`src/rtl/mem_arb_pkg.sv`:
```
// Shared types for the instruction/data memory arbiter.
//   state_e           : arbiter FSM states (IDLE, ACCESS, RESP)
//   port_e            : requester identity (PORT_I = fetch, PORT_D = load/store)
//   MEM_WORDS_DEFAULT : default depth of the attached memory in 32-bit words
package mem_arb_pkg;

  typedef enum logic [1:0] {
    IDLE   = 2'd0,
    ACCESS = 2'd1,
    RESP   = 2'd2
  } state_e;

  typedef enum logic {
    PORT_I = 1'b0,
    PORT_D = 1'b1
  } port_e;

  localparam int unsigned MEM_WORDS_DEFAULT = 16000;

endpackage

```
`src/rtl/rr_arbiter2.sv`:
```
// Two-way round-robin grant decision (purely combinational).
// Ports:
//   req_i[1:0] : requests, bit 0 = instruction port, bit 1 = data port
//   last_i     : port that received the previous grant
//   en_i       : grants are only allowed while high
//   gnt_o[1:0] : one-hot grant, same bit order as req_i
module rr_arbiter2
  import mem_arb_pkg::*;
(
  input  logic [1:0] req_i,
  input  port_e      last_i,
  input  logic       en_i,
  output logic [1:0] gnt_o
);

  always_comb begin
    gnt_o = 2'b00;
    if (en_i) begin
      case (req_i)
        2'b01:   gnt_o = 2'b01;
        2'b10:   gnt_o = 2'b10;
        // Conflict: favour whichever port did not win last time.
        2'b11:   gnt_o = (last_i == PORT_I) ? 2'b10 : 2'b01;
        default: gnt_o = 2'b00;
      endcase
    end
  end

endmodule

```
`src/rtl/mem_arbiter.sv`:
```
// Arbitrates a single-ported word memory between an instruction-fetch port
// and a data load/store port. Each transaction takes three cycles:
// grant (IDLE), memory access (ACCESS), response (RESP).
// Ports:
//   clk, rst                      : clock, synchronous active-high reset
//   i_req/i_addr -> i_gnt         : fetch request and its accept pulse
//   i_rvalid/i_rdata              : fetch response
//   d_req/d_we/d_addr/d_wdata     : data request (d_we = 1 for store)
//   d_gnt, d_rvalid/d_rdata       : data accept pulse and completion
//   err                           : faulting access, coincident with rvalid
//   mem_A/mem_WD/mem_We, mem_RD   : memory side, read data combinational
module mem_arbiter
  import mem_arb_pkg::*;
#(
  parameter int unsigned MEM_WORDS  = MEM_WORDS_DEFAULT,
  parameter int unsigned DATA_WIDTH = 32
) (
  input  logic                  clk,
  input  logic                  rst,
  input  logic                  i_req,
  input  logic [DATA_WIDTH-1:0] i_addr,
  output logic                  i_gnt,
  output logic                  i_rvalid,
  output logic [DATA_WIDTH-1:0] i_rdata,
  input  logic                  d_req,
  input  logic                  d_we,
  input  logic [DATA_WIDTH-1:0] d_addr,
  input  logic [DATA_WIDTH-1:0] d_wdata,
  output logic                  d_gnt,
  output logic                  d_rvalid,
  output logic [DATA_WIDTH-1:0] d_rdata,
  output logic                  err,
  output logic [DATA_WIDTH-1:0] mem_A,
  output logic [DATA_WIDTH-1:0] mem_WD,
  output logic                  mem_We,
  input  logic [DATA_WIDTH-1:0] mem_RD
);

  state_e                state_q, state_d;
  port_e                 last_q, last_d;
  port_e                 port_q, port_d;
  logic [DATA_WIDTH-1:0] addr_q, addr_d;
  logic [DATA_WIDTH-1:0] wdata_q, wdata_d;
  logic                  we_q, we_d;
  logic                  fault_q, fault_d;
  logic [DATA_WIDTH-1:0] rdata_q, rdata_d;

  logic [1:0]            req_vec;
  logic [1:0]            gnt_vec;
  logic                  sel_d;
  logic [DATA_WIDTH-1:0] cap_addr;
  logic                  in_access;
  logic                  in_resp;

  // Misaligned or beyond the end of the memory.
  function automatic logic is_fault(input logic [DATA_WIDTH-1:0] a);
    logic [DATA_WIDTH-1:0] word;
    word = a >> 2;
    return (a[1:0] != 2'b00) || (word >= DATA_WIDTH'(MEM_WORDS));
  endfunction

  assign req_vec = {d_req, i_req};

  // Grants are masked during reset so an aborted cycle never starts a transfer.
  rr_arbiter2 u_rr (
    .req_i  (req_vec),
    .last_i (last_q),
    .en_i   ((state_q == IDLE) && !rst),
    .gnt_o  (gnt_vec)
  );

  assign sel_d    = gnt_vec[1];
  assign cap_addr = sel_d ? d_addr : i_addr;

  always_comb begin
    state_d = state_q;
    last_d  = last_q;
    port_d  = port_q;
    addr_d  = addr_q;
    wdata_d = wdata_q;
    we_d    = we_q;
    fault_d = fault_q;
    rdata_d = rdata_q;
    case (state_q)
      IDLE: begin
        if (|gnt_vec) begin
          state_d = ACCESS;
          last_d  = sel_d ? PORT_D : PORT_I;
          port_d  = sel_d ? PORT_D : PORT_I;
          addr_d  = cap_addr;
          // The fetch port can never write, whatever d_we is doing.
          we_d    = sel_d & d_we;
          wdata_d = sel_d ? d_wdata : '0;
          fault_d = is_fault(cap_addr);
        end
      end
      ACCESS: begin
        state_d = RESP;
        // Stores and faulting accesses report zero data.
        rdata_d = (fault_q || we_q) ? '0 : mem_RD;
      end
      RESP:    state_d = IDLE;
      default: state_d = IDLE;
    endcase
  end

  always_ff @(posedge clk) begin
    if (rst) begin
      state_q <= IDLE;
      last_q  <= PORT_I;
      port_q  <= PORT_I;
      addr_q  <= '0;
      wdata_q <= '0;
      we_q    <= 1'b0;
      fault_q <= 1'b0;
      rdata_q <= '0;
    end else begin
      state_q <= state_d;
      last_q  <= last_d;
      port_q  <= port_d;
      addr_q  <= addr_d;
      wdata_q <= wdata_d;
      we_q    <= we_d;
      fault_q <= fault_d;
      rdata_q <= rdata_d;
    end
  end

  // Outputs are quiet while rst is high: an aborted store must not write
  // and an aborted response must not pulse rvalid.
  assign in_access = (state_q == ACCESS) && !rst;
  assign in_resp   = (state_q == RESP) && !rst;

  assign i_gnt    = gnt_vec[0];
  assign d_gnt    = gnt_vec[1];

  assign mem_A    = in_access ? addr_q : '0;
  assign mem_WD   = in_access ? wdata_q : '0;
  assign mem_We   = in_access & we_q & ~fault_q;

  assign i_rvalid = in_resp && (port_q == PORT_I);
  assign d_rvalid = in_resp && (port_q == PORT_D);
  assign i_rdata  = i_rvalid ? rdata_q : '0;
  assign d_rdata  = d_rvalid ? rdata_q : '0;
  assign err      = in_resp & fault_q;

endmodule
```
`config.mk`:
```
export PLATFORM = sky130hd
export DESIGN_NAME = mem_arbiter
export DESIGN_NICKNAME = d
export VERILOG_FILES = /design/src/rtl/mem_arb_pkg.sv /design/src/rtl/rr_arbiter2.sv /design/src/rtl/mem_arbiter.sv
export SDC_FILE = /design/constraint.sdc
export NUM_CORES = 1
export LEC_CHECK = 0
export ABC_AREA = 0
export CAP_MARGIN = 20
export CORE_ASPECT_RATIO = 1.75
export CORE_MARGIN = 1.5
export CORE_UTILIZATION = 42
export CTS_CLUSTER_SIZE = 8
export DETAILED_ROUTE_END_ITERATION = 10
export PLACE_DENSITY = 0.87
export SYNTH_ARGS = -nofsm -noshare
export SYNTH_HDL_FRONTEND = slang
export SYNTH_SLANG_ARGS = --single-unit
```
`constraint.sdc`:
```
create_clock -name clk -period 4.31 [get_ports clk]
set_input_delay 0.862 -clock clk [delete_from_list [all_inputs] [get_ports clk]]
set_output_delay 0.862 -clock clk [all_outputs]
set_load 0.01 [all_outputs]
```
# After elaboration in Yosys (flattened, before gate mapping)
# Index checks and enable logic that the tools add are counted.
[totals] register_bits=101 latchBits=0 mem_bits_rw=0 rom_bits=0 mem_count=0
[op_classes] addsub=0 n_mul=0 n_div=0 magnitude_cmp=1 n_eq_ne=6 shifts=0 mux=13 bitwise_logic=6 n_reduce_logical=12
[ops] op="two-way mux 32 bit" n=7
[ops] op=">= comparator 30 x 14 -> 1 bit (second input constant)" n=1
[ops] op="equality test 2 bit (second input constant)" n=3
[ops] op="two-way mux 2 bit" n=3
[ops] op="case mux 2 bit (3 select lines)" n=1
[ops] op="logical AND 1 bit" n=5
[ops] op="bitwise AND 1 bit" n=4
[ops] op="equality test 2 x 1 -> 1 bit (second input constant)" n=2
[ops] op="case mux 2 bit (2 select lines)" n=1
[ops] op="zero test 2 bit" n=1
[ops] op="logical OR 1 bit" n=2
[ops] op="inequality test 2 x 1 -> 1 bit (second input constant)" n=1
[ops] op="inverter 1 bit" n=2
[ops] op="AND reduction 2 bit" n=1
[ops] op="nonzero test 2 bit" n=1
[ops] op="OR reduction 2 bit" n=1
[ops] op="zero test 1 bit" n=1
[ops] op="two-way mux 1 bit" n=1

# Depth between registers and ports, before layout
# Gate-level depths: netlist (run 1).
[logic_depth] word_depth=6 depth_mapped=7 mapped_depth_nobuf=6

# Cells and area by module
# Synthesis (run 1) repeated with hierarchy kept, for this count alone.
[unflattened] hier_cells=557 area_unflattened_um2=4798.4
[by_module_without_submodules] mod="mem_arbiter" n_inst=1 cells_each=552 area_per_inst_um2=4777.1 seq_area_each_um2=2021.9
[by_module_without_submodules] mod="rr_arbiter2" n_inst=1 cells_each=5 area_per_inst_um2=21.3 seq_area_each_um2=0.0

# Worst setup path after synthesis (run 1)
# No wires, ideal clock.
[synth_timing] kind="in2out" start="input port rst" end="output port i_rdata[22]" t_arrival_ns=1.722 required_time_ns=3.448 path_slack_ns=1.726 cell_stages=5 path_cell_list="nor2_1 nand2_1 nor2_1 clkbuf_1 and2_1"
[synth_via] elab_chain_cells=4
[synth_lines] element="from (decl)" line="mem_arbiter.sv:19" text="input logic rst,"
[synth_lines] element="zero test 1 bit" line="mem_arbiter.sv:132" text="assign in_resp = (state_q == RESP) && !rst;"
[synth_lines] element="logical AND 1 bit" line="mem_arbiter.sv:132"
[synth_lines] element="logical AND 1 bit" line="mem_arbiter.sv:141" text="assign i_rvalid = in_resp && (port_q == PORT_I);"
[synth_lines] element="net i_rvalid" line="mem_arbiter.sv:23" text="output logic i_rvalid,"
[synth_lines] element="two-way mux 32 bit" line="mem_arbiter.sv:143" text="assign i_rdata = i_rvalid ? rdata_q : '0;"
[synth_lines] element="to (decl)" line="mem_arbiter.sv:24" text="output logic [DATA_WIDTH-1:0] i_rdata,"
# The timed path passes the listed nets, and every way through them passes these cells.

# Worst setup path in the final report (run 1)
[layout_timing] start="input port rst" end="output port mem_WD[15]"
[layout_via] elab_chain_cells=3
[layout_lines] element="zero test 1 bit" line="mem_arbiter.sv:131" text="assign in_access = (state_q == ACCESS) && !rst;"
[layout_lines] element="logical AND 1 bit" line="mem_arbiter.sv:131"
[layout_lines] element="two-way mux 32 bit" line="mem_arbiter.sv:138" text="assign mem_WD = in_access ? wdata_q : '0;"
[layout_lines] element="to (decl)" line="mem_arbiter.sv:34" text="output logic [DATA_WIDTH-1:0] mem_WD,"
# No other way between the ends.

==> impl_metrics.json, run 1 <==
{
  "drtAntennaViolNets": 0,
  "synth_area_um2": 4720,
  "ys.flop_type": "dfxtp_1",
  "required_ps": 3450,
  "yosysWarningCount": 0,
  "hold_viol_final": 0,
  "post-route-util": 0.701,
  "clk_pin_slew_ps": 70,
  "synthAdderAreaFrac": 0,
  "drt_wl_total_um": 16600,
  "finalCritPeriodShare": 0.793,
  "min-delay-start": "addr_q[30]",
  "drive_gt1_frac": 0.0488,
  "synth_most_common_cell": "and2_1",
  "dieArea_um2": 11900,
  "synth_xor_xnor_area_share": 0,
  "drtIter0Drc": 316,
  "drv_cap": 0,
  "die_w_um": 83.2,
  "end_kind": "primary output",
  "critical_path.max_stage_delay_ps": 550,
  "r2r_cells": 7,
  "critPathLaunch": "rst",
  "syn_to_final_growth_pct": 63.8,
  "rsz0062_at_grt": "no",
  "crit_end": "mem_WD[15]",
  "numCtsBuffers": 9,
  "ctsHoldBuffers": 0,
  "r2r_start": "state_q[1]",
  "relSlewSlack": 0.488,
  "fillerInstances": 863,
  "synth_top_area_share": 0.428,
  "final_max_slew_viol_count": 0,
  "setup_violations": 0,
  "drt-wirelength-per-cell_um": 17.5,
  "synthTopCellsByArea": "dfxtp_1 43%, and2_1 17%, a22oi_1 10%",
  "path_max_fanout": 38,
  "numClockSinks": 101,
  "run_status": "finished, final reports clean",
  "dp_hpwl_um": 12400,
  "synthCells": 578,
  "critPathLaunchType": "input pin",
  "grt_overflow": 0,
  "num_rows": 51,
  "antenna_cells": 0,
  "cts_setup_buffers": 0,
  "final_nets": 947,
  "multi_input_area_um2": 2470,
  "io_pins": 267,
  "tightestPinTransition_ps": 768,
  "cts-root-buf": "clkbuf_16",
  "ys_ff_latch": 101,
  "cts_tree": "built",
  "grt_first_pass_wirelength_um": 25500,
  "cp.arrival_ps": 2560,
  "tns_ps": 0,
  "period_needed_ps": 3420,
  "io_buffers": 266,
  "powerDensity_nw_per_um2": 288,
  "fmax_ghz": 0.293,
  "core-area_um2": 11000,
  "cp_slowest_cell": "clkdlybuf4s50_1",
  "synth-simple-area-share": 0.338,
  "synth_commonest_cells": "128 x and2_1, 101 x dfxtp_1, 100 x nor2_1",
  "register_area_um2": 2020,
  "gp_congestion": 0.896,
  "cts_buffer_depth": 2,
  "fin_worst_hold_slack_ps": 497,
  "initial_utilization": 0.428,
  "syn_avg_cell_area_um2": 8.17,
  "dr.pass1.iters": 7,
  "ys_types": 32,
  "clk_latency_ps": 340,
  "synth_edf_count": 0,
  "synth_top_family_by_area": "simple AND/OR/NAND/NOR gates",
  "cts_resized": 0,
  "critical_path_class": "input pin to primary output",
  "path_cells": "buf_4 -> nor2_4 -> buf_12 -> and2_1 -> clkdlybuf4s50_1",
  "antenna_found_initial": 0,
  "ys_seq_area_frac": 0.428,
  "leakagePower_uw": 0.00289,
  "grt_pass1_vias": 4884,
  "drc": 0,
  "hp-class": "register to register",
  "synth_compound_area_frac": 0.182,
  "grt_max_degree": 79,
  "r2r_slack_ps": 2280,
  "grt_usage": 0.269,
  "vdd_drop_max_uv": 283,
  "synth-async-reset-ratio": 0,
  "h-tree-depth": 3,
  "worstReg2RegEnd": "fault_q",
  "syn_nets": 711,
  "num_vias": 5172,
  "synthMuxAreaShare": 0,
  "avgViaCountPerCell": 5.44,
  "skew_ps": 9.76,
  "die_y_um": 143,
  "yosysTopAreaCell": "dfxtp_1"
}
## logic make-up after synthesis
family / after synthesis
flops: 101
buf+inv: 53
compound gates: 106
simple gates: 318
## critical path: cells and delay by family
| kind | cells | cell delay, ps |
|---|---|---|
| buffers and inverters | 3 | 1020 |
| and+or+nand+nor | 2 | 640 |
## through the flow
step	std cells	setup WS (ps)	power (uW)	instance area (um^2)
after floorplan	578	1730	1240	4720
after global placement	933	949	1430	7400
after detailed placement	933	895	1440	7400
after CTS	949	890	2230	7700
after global routing	951	770	2330	7740
final	951	892	2230	7740
## layout make-up
cell class / count / share of cell area
Clock buffer: 9 / 0.0291
Tap cell: 132 / 0.0213
Multi-Input combinational cell: 424 / 0.319
Clock inverter: 7 / 0.0102
Sequential cell: 101 / 0.261
Timing Repair Buffer: 276 / 0.358
Inverter: 2 / 0.00113
## flip-flops by register name (all words and copies together), names as in the netlist
register / count
rdata_q: 32
we_q: 1
port_q: 1
wdata_q: 32
fault_q: 1
addr_q: 32
state_q: 2
## cells in the final DEF, fill, tap and decap left out, types with 3 or more instances in the layout
cell and instances:
a22oi_1 65, a311oi_1 27, a311oi_2 5, and2_1 128
and3_1 4, buf_4 8, clkbuf_16 9, clkdlybuf4s50_1 265
dfxtp_1 101, nand2_1 66, nand2b_1 3, nor2_1 99
nor3_1 3, nor4_1 4, o21ai_0 3
## report_power, final
part | switching [uW] | total, uW | leakage [uW] | internal (uW)
Clock | 381 | 793 | 0.000148 | 412
Combinational | 189 | 397 | 0.00191 | 209
Sequential | 40.5 | 1040 | 0.000826 | 996
Total | 610 | 2230 | 0.00289 | 1620
## routing by layer
layer  up-vias  wire [um]  GRT usage
met3        33        995     0.0503
met4         0        477     0.0991
met1      2447       6290      0.309
met5         -          0          0
li1       2443          -          -
met2       249       8890      0.493
## how the worst min path moves through the flow
stage,cells past startpoint,end,slack (ps)
6_report,2,addr_q[30],500
5_1_grt,2,addr_q[5],530
3_3_place_gp,2,addr_q[8],480
4_1_cts,2,addr_q[13],500
3_5_place_dp,2,wdata_q[19],480
2_1_floorplan,2,wdata_q[0],460
(Power assumes the default switching activity.)
==> inputs of run 2 (changes only) <==
--- a/config.mk
+++ b/config.mk
@@ -9,10 +9,10 @@
 export CAP_MARGIN = 20
 export CORE_ASPECT_RATIO = 1.75
 export CORE_MARGIN = 1.5
-export CORE_UTILIZATION = 42
+export CORE_UTILIZATION = 39
 export CTS_CLUSTER_SIZE = 8
 export DETAILED_ROUTE_END_ITERATION = 10
-export PLACE_DENSITY = 0.87
+export PLACE_DENSITY = 0.82
 export SYNTH_ARGS = -nofsm -noshare
 export SYNTH_HDL_FRONTEND = slang
 export SYNTH_SLANG_ARGS = --single-unit
==> constraint.sdc (replaced) <==
create_clock -name clk -period 3.2 [get_ports clk]
set_input_delay 0.64 -clock clk [delete_from_list [all_inputs] [get_ports clk]]
set_output_delay 0.64 -clock clk [all_outputs]
set_load 0.01 [all_outputs]
==> run 2 against run 1 <==
  * Clock skew shrank 0.63 ps
  * Hold slack worse by 2.1 ps
  * Cell area rose by 0.39%
  * Global-route usage is 2.9 points lower
  * Routed wire length down 4.0%
  * Power grew 37%
  * Non-clock buffer count rose by 2
  * Flip-flop and latch count unchanged
  * Register-to-register slack got worse by 1100 ps
  * Sequential power is 34% higher
  * Clock power rose by 42%
  * Highest routed layer unchanged
==> impl_metrics.json, run 2 (synthesis results as in run 1) <==
{
  "path_max_fanout": 30,
  "final_nets": 949,
  "critical_path.max_stage_delay_ps": 550,
  "cts_setup_buffers": 0,
  "drt_wl_total_um": 16000,
  "drive_gt1_frac": 0.0512,
  "clk_latency_ps": 340,
  "num_vias": 5069,
  "numClockSinks": 101,
  "most-common-layout-cells": "265 x clkdlybuf4s50_1, 128 x and2_1, 101 x dfxtp_1, 99 x nor2_1, 66 x nand2_1",
  "ctsHoldBuffers": 0,
  "min-delay-start": "addr_q[30]",
  "cts_tree": "built",
  "hold_end": "addr_q[30]",
  "required_ps": 2560,
  "fillerInstances": 989,
  "final_max_slew_viol_count": 0,
  "cts_resized": 0,
  "powerDensity_nw_per_um2": 393,
  "dr.pass1.iters": 5,
  "mostFrequentLayoutCell": "clkdlybuf4s50_1",
  "avgViaCountPerCell": 5.29,
  "grt_usage": 0.240,
  "critical_path_class": "register to primary output",
  "syn_to_final_growth_pct": 64.5,
  "run_status": "finished, final reports clean",
  "r2r_slack_ps": 1160,
  "hold_viol_final": 0,
  "grt_overflow": 0,
  "drc": 0,
  "drt-wirelength-per-cell_um": 16.7,
  "io_pins": 267,
  "skew_ps": 9.12,
  "stdcell_area_um2": 7770,
  "place_area_um2": 7450,
  "path_cells": "nand2b_1 -> nor2_4 -> buf_12 -> and2_1 -> clkdlybuf4s50_1",
  "grt_first_pass_wirelength_um": 24200,
  "worstReg2RegEnd": "fault_q",
  "drtIter0Drc": 296,
  "fin_ws_ps": 383,
  "setup_violations": 0,
  "die_w_um": 86.2,
  "fmax_ghz": 0.355,
  "drv_cap": 0,
  "rsz0062_at_grt": "no",
  "gp_congestion": 0.920,
  "grt_max_degree": 78,
  "relSlewSlack": 0.435,
  "cts_buffer_depth": 2,
  "tightestPinTransition_ps": 847,
  "cp.arrival_ps": 2180,
  "io_buffers": 266,
  "period_needed_ps": 2820,
  "min_path_cells": 2,
  "numCtsBuffers": 9,
  "hp-class": "register to register",
  "r2r_cells": 7,
  "h-tree-depth": 3,
  "clk_pin_slew_ps": 70,
  "initial_utilization": 0.396,
  "core-area_um2": 11900,
  "critPathLaunchType": "register",
  "leakagePower_uw": 0.00290,
  "num_rows": 53,
  "die_y_um": 149,
  "end_kind": "primary output",
  "vdd_drop_max_uv": 284,
  "grt_pass1_vias": 4788,
  "tns_ps": 0,
  "drtAntennaViolNets": 0,
  "dieArea_um2": 12800,
  "antenna_found_initial": 1,
  "cts-root-buf": "clkbuf_16",
  "dp_hpwl_um": 12100,
  "cp_slowest_cell": "clkdlybuf4s50_1",
  "r2r_start": "state_q[1]",
  "reg_top3": "addr_q x32, rdata_q x32, wdata_q x32",
  "finalCritPeriodShare": 0.880,
  "pre_cts_ws_ps": 438
}
[run 2: layout make-up]
type	count	area, um^2	area share
timing repair buffer	278	2780	0.357
multi-input combinational	424	2470	0.318
sequential	101	2020	0.260
clock buffer	9	225	0.0290
tap	137	171	0.0221
clock inverter	7	92.6	0.0119
inverter	2	8.76	0.00113
antenna	1	2.50	0.000322
[run 2: critical path: cells and delay by family (launching register included)]
family                 cells  cell delay [ps]
and+or+nand+nor            3              710
DFF                        1              370
buffers and inverters      2              760
[run 2: metal layers]
metal  up-vias  track usage  wire (um)
met5         -            0          0
met1      2367        0.277       6030
met2       213        0.427       8470
met4         0        0.106        526
li1       2449            -          -
met3        40       0.0438        954
[run 2: report_power, final]
part	total (uW)	internal (uW)	leakage, uW	switching (uW)
combinational	530	280	0.00192	250
clock	1130	626	0.000155	502
sequential	1390	1340	0.000826	50.1
total	3050	2250	0.00290	803
[run 2: worst max-delay path by stage]
stage,startpoint,end,slack (ps)
floorplan,rst,i_rdata[22],1060
global placement,rst,mem_WD[20],460
detailed placement,rst,i_rdata[24],440
CTS,state_q[1],mem_WD[20],350
global route,state_q[1],mem_A[27],290
finish,state_q[1],mem_WD[25],380
[run 2: stage by stage]
step / power, uW / util / std cells / hold slack [ps]
4_1_cts: 3080 / 0.651 / 958 / 496
2_1_floorplan: 1670 / - / 578 / 457
5_1_grt: 3190 / 0.651 / 959 / 508
3_3_place_gp: 1930 / 0.624 / 942 / 473
3_5_place_dp: 1950 / 0.624 / 942 / 481
6_report: 3050 / 0.651 / 959 / 495
==> inputs of run 3 (changes only) <==
--- a/config.mk
+++ b/config.mk
@@ -12,7 +12,7 @@
 export CORE_UTILIZATION = 39
 export CTS_CLUSTER_SIZE = 8
 export DETAILED_ROUTE_END_ITERATION = 10
-export PLACE_DENSITY = 0.82
+export PLACE_DENSITY = 0.86
 export SYNTH_ARGS = -nofsm -noshare
 export SYNTH_HDL_FRONTEND = slang
 export SYNTH_SLANG_ARGS = --single-unit
==> run 3 against run 2 <==
  * Non-clock buffer count did not move
  * Worst setup slack better by 63 ps
  * Sequential share of layout area is 0.14 points higher
  * Critical path depth shrank 1
  * Clock-buffer cell count did not move
  * Via count rose by 0.87%
  * Combinational power barely moved
  * Routed wire length is 0.14% lower
  * Fmax is 2.3% higher
  * Power shrank 2.0%
  * Utilization decreased by 0.36 points
  * Final cell count decreased by 0.10%
  * Critical endpoint is now mem_We
  * Largest power group unchanged
==> impl_metrics.json, run 3 (synthesis results as in run 1) <==
{
  "hold_end": "addr_q[1]",
  "num_rows": 53,
  "finalCritPeriodShare": 0.861,
  "cp.arrival_ps": 2110,
  "critPathBufInv": 2,
  "cp_slowest_cell": "clkdlybuf4s50_1",
  "grt_pass1_vias": 4802,
  "drt_wl_total_um": 16000,
  "path_delay_family": "buffers and inverters",
  "clk_latency_ps": 350,
  "most-common-layout-cells": "265 x clkdlybuf4s50_1, 128 x and2_1, 101 x dfxtp_1, 99 x nor2_1, 66 x nand2_1",
  "r2r_cells": 7,
  "cts_resized": 0,
  "r2r_start": "state_q[1]",
  "cts_setup_buffers": 0,
  "drive_gt1_frac": 0.0512,
  "dieArea_um2": 12800,
  "antenna_found_initial": 0,
  "relSlewSlack": 0.454,
  "critical_path_class": "register to primary output",
  "drtIter0Drc": 208,
  "rsz0062_at_grt": "no",
  "vdd_drop_max_uv": 247,
  "avgViaCountPerCell": 5.34,
  "critPathLaunchType": "register",
  "grt_first_pass_wirelength_um": 24400,
  "syn_to_final_growth_pct": 63.5,
  "fmax_ghz": 0.363,
  "drv_cap": 0,
  "clk_pin_slew_ps": 70,
  "leakagePower_uw": 0.00288,
  "h-tree-depth": 3,
  "end_kind": "primary output",
  "grt_usage": 0.241,
  "die_w_um": 86.2,
  "combPwrFrac": 0.177,
  "tightestPinTransition_ps": 818,
  "period_needed_ps": 2750,
  "multi_input_area_um2": 2470,
  "die_y_um": 149,
  "reg_top3": "addr_q x32, rdata_q x32, wdata_q x32",
  "critical_path.max_stage_delay_ps": 610,
  "hold_viol_final": 0,
  "drtAntennaViolNets": 0,
  "skew_ps": 7.17,
  "io_buffers": 266,
  "initial_utilization": 0.396,
  "cts_buffer_depth": 2,
  "mostFrequentLayoutCell": "clkdlybuf4s50_1",
  "fin_ws_ps": 446,
  "cts_tree": "built",
  "pre_cts_ws_ps": 474,
  "dp_hpwl_um": 11900,
  "pwr-share-clk": 0.358,
  "min_path_cells": 2,
  "grt_max_degree": 78,
  "grt_overflow": 0,
  "powerDensity_nw_per_um2": 387,
  "seq_power_share": 0.466,
  "numCtsBuffers": 9,
  "setup_violations": 0,
  "ctsHoldBuffers": 0,
  "num_vias": 5113,
  "numClockSinks": 101,
  "final_nets": 949,
  "path_max_fanout": 34,
  "netSwitchingPower_uw": 821,
  "antenna_cells": 0,
  "r2r_slack_ps": 1120,
  "required_ps": 2560,
  "io_pins": 267,
  "worstReg2RegEnd": "addr_q[9]",
  "drc": 0,
  "core-area_um2": 11900,
  "final_max_slew_viol_count": 0,
  "switching_share": 0.275,
  "hp-class": "register to register",
  "cts-root-buf": "clkbuf_16",
  "fillerInstances": 1003,
  "drt-wirelength-per-cell_um": 16.7,
  "internal_power_uw": 2170,
  "run_status": "finished, final reports clean",
  "path_cells": "nand2b_1 -> buf_4 -> nor4b_1 -> clkdlybuf4s50_1",
  "tns_ps": 0,
  "dr.pass1.iters": 5,
  "register_area_um2": 2020,
  "min-delay-start": "addr_q[1]",
  "gp_congestion": 0.880
}
-- run 3: area by class of cell --
| class | instances | area share |
|---|---|---|
| Inverter | 2 | 0.00113 |
| Clock buffer | 9 | 0.0292 |
| Timing Repair Buffer | 278 | 0.358 |
| Tap cell | 137 | 0.0222 |
| Multi-Input combinational cell | 424 | 0.320 |
| Sequential cell | 101 | 0.262 |
| Clock inverter | 7 | 0.00842 |
-- run 3: layer usage --
| layer | track usage | part of all wire | vias up |
|---|---|---|---|
| met1 | 0.278 | 0.38 | 2412 |
| li1 | - | - | 2450 |
| met3 | 0.0461 | 0.056 | 34 |
| met5 | 0 | 0 | - |
| met2 | 0.430 | 0.54 | 217 |
| met4 | 0.0968 | 0.024 | 0 |
-- run 3: how the worst max path moves through the flow --
| stage | from | end | depth (start not counted) |
|---|---|---|---|
| after CTS | state_q[1] | mem_We | 4 |
| after detailed placement | rst | d_rdata[30] | 6 |
| after floorplan | rst | i_rdata[22] | 5 |
| after global routing | rst | i_rdata[17] | 7 |
| after global placement | rst | i_rdata[2] | 7 |
| final | state_q[1] | mem_We | 4 |
-- run 3: per-stage QoR --
stage | util | instance area (um^2) | hold WS [ps] | total power, uW | instances
after floorplan | - | 4720 | 457 | 1670 | 578
after global placement | 0.623 | 7430 | 472 | 1930 | 942
after detailed placement | 0.623 | 7430 | 481 | 1950 | 942
after CTS | 0.647 | 7720 | 496 | 3010 | 958
after global routing | 0.647 | 7720 | 510 | 3120 | 958
final | 0.647 | 7720 | 494 | 2990 | 958
-- run 3: worst reg2reg max path: cells and delay by family (launching register included) --
kind	cells	cell delay, ps
and+or+nand+nor	3	450
buffers and inverters	3	890
AOI/OAI and AO/OA	1	280
DFF	1	370
-- run 3: power by group through the flow --
stage | combinational, uW | clock [uW] | sequential [uW]
floorplan | 270 | 0 | 1400
global placement | 511 | 0 | 1420
detailed placement | 526 | 0 | 1420
CTS | 529 | 1090 | 1390
global route | 575 | 1140 | 1400
finish | 528 | 1070 | 1390
